[src/rtl/alu_flag_capture.sv]
// rtl/alu_flag_capture.sv - ALU result/carry capture with Z/N/C/V flag accumulation (optional STICKY_V_EN)
module alu_flag_capture #(
    parameter int N         = 4,
    parameter int CHAIN_MAX = 4
) (
    input  logic                             CLK,
    input  logic                             RST_N,
    input  logic                             IN_VALID,
    output logic                             IN_READY,
    input  logic [N-1:0]                     RESULT,
    input  logic                             CARRY_OUT,
    input  logic                             OP_A_MSB,
    input  logic                             OP_B_MSB,
    input  logic                             OP_SUB,
    input  logic                             CHAIN,
    input  logic                             CLEAR,
    output logic                             CARRY_FB,
    output logic                             FLAGS_VALID,
    output logic                             FLAG_Z,
    output logic                             FLAG_N,
    output logic                             FLAG_C,
    output logic                             FLAG_V,
    output logic                             CHAIN_ERR,
    output logic [$clog2(CHAIN_MAX+1)-1:0]   WORD_CNT
);

    localparam int CW = $clog2(CHAIN_MAX + 1);

    localparam logic [1:0] ST_IDLE  = 2'd0;
    localparam logic [1:0] ST_CHAIN = 2'd1;
    localparam logic [1:0] ST_DONE  = 2'd2;

    logic [1:0]    state_q, state_d;
    logic          zacc_q, zacc_d;
    logic [CW-1:0] cnt_q, cnt_d;
    logic          fb_q, fb_d;
    logic          fv_q, fv_d;
    logic          z_q, z_d;
    logic          n_q, n_d;
    logic          c_q, c_d;
    logic          v_q, v_d;
    logic          err_q, err_d;

    logic accept;
    logic word_zero;
    logic ovf;
    logic finalize;

    assign IN_READY  = RST_N & ~CLEAR;
    assign accept    = IN_VALID & IN_READY;
    assign word_zero = (RESULT == '0);
    assign ovf       = (OP_A_MSB ~^ (OP_B_MSB ^ OP_SUB)) & (OP_A_MSB ^ RESULT[N-1]);

    // Next-state: start/extend an operation on accept, publish flags on its last word
    always_comb begin
        state_d  = state_q;
        zacc_d   = zacc_q;
        cnt_d    = cnt_q;
        fb_d     = fb_q;
        fv_d     = fv_q;
        z_d      = z_q;
        n_d      = n_q;
        c_d      = c_q;
        v_d      = v_q;
        err_d    = err_q;
        finalize = 1'b0;
        if (accept) begin
            if (state_q == ST_CHAIN) begin
                zacc_d = zacc_q & word_zero;
                cnt_d  = cnt_q + 1'b1;
            end else begin
                zacc_d = word_zero;
                cnt_d  = CW'(1);
                fv_d   = 1'b0;
                err_d  = 1'b0;
            end
            // Force-terminate a chain that hits the word limit while still asking for more
            finalize = ~CHAIN | (cnt_d == CW'(CHAIN_MAX));
            if (finalize) begin
                state_d = ST_DONE;
                z_d     = zacc_d;
                n_d     = RESULT[N-1];
                c_d     = CARRY_OUT;
`ifdef STICKY_V_EN
                v_d     = v_q | ovf;
`else
                v_d     = ovf;
`endif
                err_d   = CHAIN;
                fv_d    = 1'b1;
                // A fresh operation takes its carry-in from the op select, not feedback
                fb_d    = 1'b0;
            end else begin
                state_d = ST_CHAIN;
                fb_d    = CARRY_OUT;
            end
        end
    end

    // State registers; reset and CLEAR both discard any partial operation
    always_ff @(posedge CLK) begin
        if (!RST_N || CLEAR) begin
            state_q <= ST_IDLE;
            zacc_q  <= 1'b1;
            cnt_q   <= '0;
            fb_q    <= 1'b0;
            fv_q    <= 1'b0;
            z_q     <= 1'b0;
            n_q     <= 1'b0;
            c_q     <= 1'b0;
            v_q     <= 1'b0;
            err_q   <= 1'b0;
        end else begin
            state_q <= state_d;
            zacc_q  <= zacc_d;
            cnt_q   <= cnt_d;
            fb_q    <= fb_d;
            fv_q    <= fv_d;
            z_q     <= z_d;
            n_q     <= n_d;
            c_q     <= c_d;
            v_q     <= v_d;
            err_q   <= err_d;
        end
    end

    assign CARRY_FB    = fb_q;
    assign FLAGS_VALID = fv_q;
    assign FLAG_Z      = z_q;
    assign FLAG_N      = n_q;
    assign FLAG_C      = c_q;
    assign FLAG_V      = v_q;
    assign CHAIN_ERR   = err_q;
    assign WORD_CNT    = cnt_q;

endmodule

[config.mk]
export PLATFORM = sky130hd
export DESIGN_NAME = alu_flag_capture
export DESIGN_NICKNAME = d
export VERILOG_FILES = /design/src/rtl/alu_flag_capture.sv
export SDC_FILE = /design/constraint.sdc
export NUM_CORES = 1
export LEC_CHECK = 0
export BUFFER_PORTS_ARGS = -buffer_cell sky130_fd_sc_hd__buf_2
export CAP_MARGIN = 5
export CORE_UTILIZATION = 41
export DETAILED_ROUTE_END_ITERATION = 8
export PLACE_DENSITY = 0.71
export SYNTH_ARGS = -nofsm -noshare
export SYNTH_HDL_FRONTEND = slang
export SYNTH_SLANG_ARGS = --single-unit
[constraint.sdc]
create_clock -name CLK -period 1.46 [get_ports CLK]
set_input_delay 0.146 -clock CLK [delete_from_list [all_inputs] [get_ports CLK]]
set_output_delay 0.146 -clock CLK [all_outputs]
set_load 0.1 [all_outputs]
==> flow_summary.yaml <==
run_status:
  outcome: "completed"
die:
  design.core.area_um2: 1330
  dieArea_um2: 1630
  row_count: 13
  chipHeight_um: 40.4
  fp.dieW_um: 40.4
  io_pins: 24
  start_util: 0.454
setup_path:
  endpoint_kind: "flop"
  crit_fanout: 5
  reg2reg_depth: 5
  crit_required_ps: 1680
  crit_path_start_kind: "flop"
  worstSetupPathType: "reg -> reg"
  crit_arrival_ps: 1670
drt:
  ant_nets: 0
  via_per_inst: 5.40
  drt_iter0_drc: 16
  wl_per_cell_um: 12.3
  drtPass1Iterations: 4
  vias: 599
  remaining_drc_errors: 0
  wl_um: 1370
final_layout:
  final_common_cell: "buf_2"
  final_cell_mix: "22 x buf_2, 10 x dfxtp_1, 10 x a21oi_1, 6 x nand3_1, 6 x o21ai_0"
  area_growth_pct: 34.5
  finalNonFillerCells: 111
  drive_above_1_share: 0.385
  insertedDiodeCount: 0
  design_area_um2: 815
  layout.nets: 111
sta:
  slew_headroom: 0.679
  finalSetupViolations: 0
  final_max_slew_viol_count: 0
  final.setup_skew_ps: 4.57
  fmax_mhz: 688
  setup_ws_ps: 5.73
  tightest_slew_ps: 485
  final.min_clock_period_ps: 1450
  rsz0062_at_grt: "yes"
  min_period_over_period: 0.996
  hold_violations: 0
  setup_tns_ps: 0
clocking:
  clock-sinks: 13
  hold_buffers: 0
  cts_buffers: 3
  post_cts_buffers: 0
  tritoncts: "done"
  clk_pin_slew_ps: 80
  clock_latency_ps: 290
  cts_max_level: 1
  cts.root.buffer_cell: "clkbuf_4"
  clockBufferDepth: 2
global_route:
  grt_pass1_vias: 463
  grt_pass1_wl_um: 1930
  grt_use_total: 0.189
  grt_max_degree: 17
  antenna_found_initial: 0
  grt_overflow: 0
synthesis:
  synth-seq-area-share: 0.430
  yosysWarningCount: 0
  synth_nets: 84
  ys_types: 25
  synth_top_area_share: 0.430
  synth_area_leader_cell: "dfxtp_1"
  synthesis.area_um2: 606
  ys_seq_elements: 13
  synthCells: 70
  syn-mean-instance-area_um2: 8.65
  synthTopCellsByArea: "dfxtp_1 43%, a21oi_1 9.1%, o21ai_0 6.6%, nand3_1 5.0%, nand2b_1 3.1%"
place:
  place_inst: 107
  detailed_place_hpwl_um: 939
  dpl_cell_area_um2: 777
  dp_slack_ps: -22.1
  port_buffers: 23
  routabilityCongestion: 0.712
hold_path:
  hp-class: "in -> reg"
  hold_depth: 3
power_and_ir_drop:
  ir_drop_uv: 531
  power_density_nw_per_um2: 905
  p_leak_nw: 0.349
flow_run:
  max-cap-violations: 0
-- layout make-up --
class | count | area, µm²
repair buffers | 25 | 145
inverters | 2 | 7.51
well taps | 15 | 18.8
fillers | 130 | 519
multi-input cells | 52 | 348
clock buffers | 4 | 26.3
flip-flops and latches | 13 | 269
-- final timing paths --
path	startpoint	end	slack (ps)
setup / recovery	WORD_CNT[1]	FLAG_V	6
setup reg to reg	WORD_CNT[1]	FLAG_V	6
hold reg to reg	FLAG_Z	FLAG_Z	480
hold / removal	CARRY_OUT	FLAG_C	120
-- per-layer routing --
metal  share of wire  GRT usage
met1            0.46      0.223
met2            0.47      0.286
met4           0.020      0.150
met3           0.051     0.0500
met5               0          0
-- kinds of logic (layout without fill, tap and decap cells) --
group                    after synthesis  count (layout)  synth area share
AO/OA/AOI/OAI                         23              23             0.229
XOR/XNOR                               2               2            0.0413
adder cells (fa/ha/maj)                1               1            0.0207
buffers and inverters                  5              31            0.0351
flip-flops                            13              13             0.430
multiplexers                           1               1            0.0165
AND/OR/NAND/NOR                       25              25             0.227
-- worst max-delay path: stages (launching register included) --
cell	delay, ps
dfxtp_4	360
ha_4	230
and4bb_1	330
a21bo_2	220
a21oi_1	80
nor3_1	160
-- power breakdown --
part           switching [mW]  leakage [nW]  internal [mW]
clock                   0.127        0.0150          0.106
sequential            0.00576         0.108          0.360
combinational          0.0930         0.226         0.0458
total                   0.225         0.349          0.512
-- synth_stat cells --
master and n:
dfxtp_1 13, a21oi_1 11, o21ai_0 8, nand3_1 6
nand2_1 4, nor2_1 4, nand2b_1 3, buf_2 2
inv_1 2, nor2b_1 2, a2111oi_2 1, a21bo_2 1
a21boi_2 1, and4bb_1 1, clkbuf_1 1, ha_1 1
mux2i_1 1, nand4_1 1, nand4b_1 1, nor3_1 1
nor3b_1 1, nor4_1 1, o21a_1 1, xnor2_1 1
xor2_2 1
-- stage by stage --
| stage | util | power (mW) | hold slack [ps] |
|---|---|---|---|
| 3_5_place_dp | 0.583 | 0.510 | 427 |
| 2_1_floorplan | - | 0.468 | 294 |
| 4_1_cts | 0.608 | 0.743 | 128 |
| 6_report | 0.611 | 0.737 | 124 |
| 5_1_grt | 0.611 | 0.766 | 135 |
| 3_3_place_gp | 0.583 | 0.509 | 420 |
-- flip-flops by register name, indices dropped and copies added (netlist names) --
| register | count |
|---|---|
| state_q | 2 |
| FLAG_V | 1 |
| WORD_CNT | 3 |
| FLAG_C | 1 |
| CARRY_FB | 1 |
| FLAGS_VALID | 1 |
| FLAG_Z | 1 |
| FLAG_N | 1 |
| CHAIN_ERR | 1 |
| zacc_q | 1 |
-- timing repair --
| action | CTS | global route |
|---|---|---|
| setup endpoints to repair | 4 | 7 |
| resized for setup | 1 | 2 |
| cloned | 0 | 0 |
| pin swaps | 0 | 1 |
No activity file was read; power rests on OpenSTA's default activity.
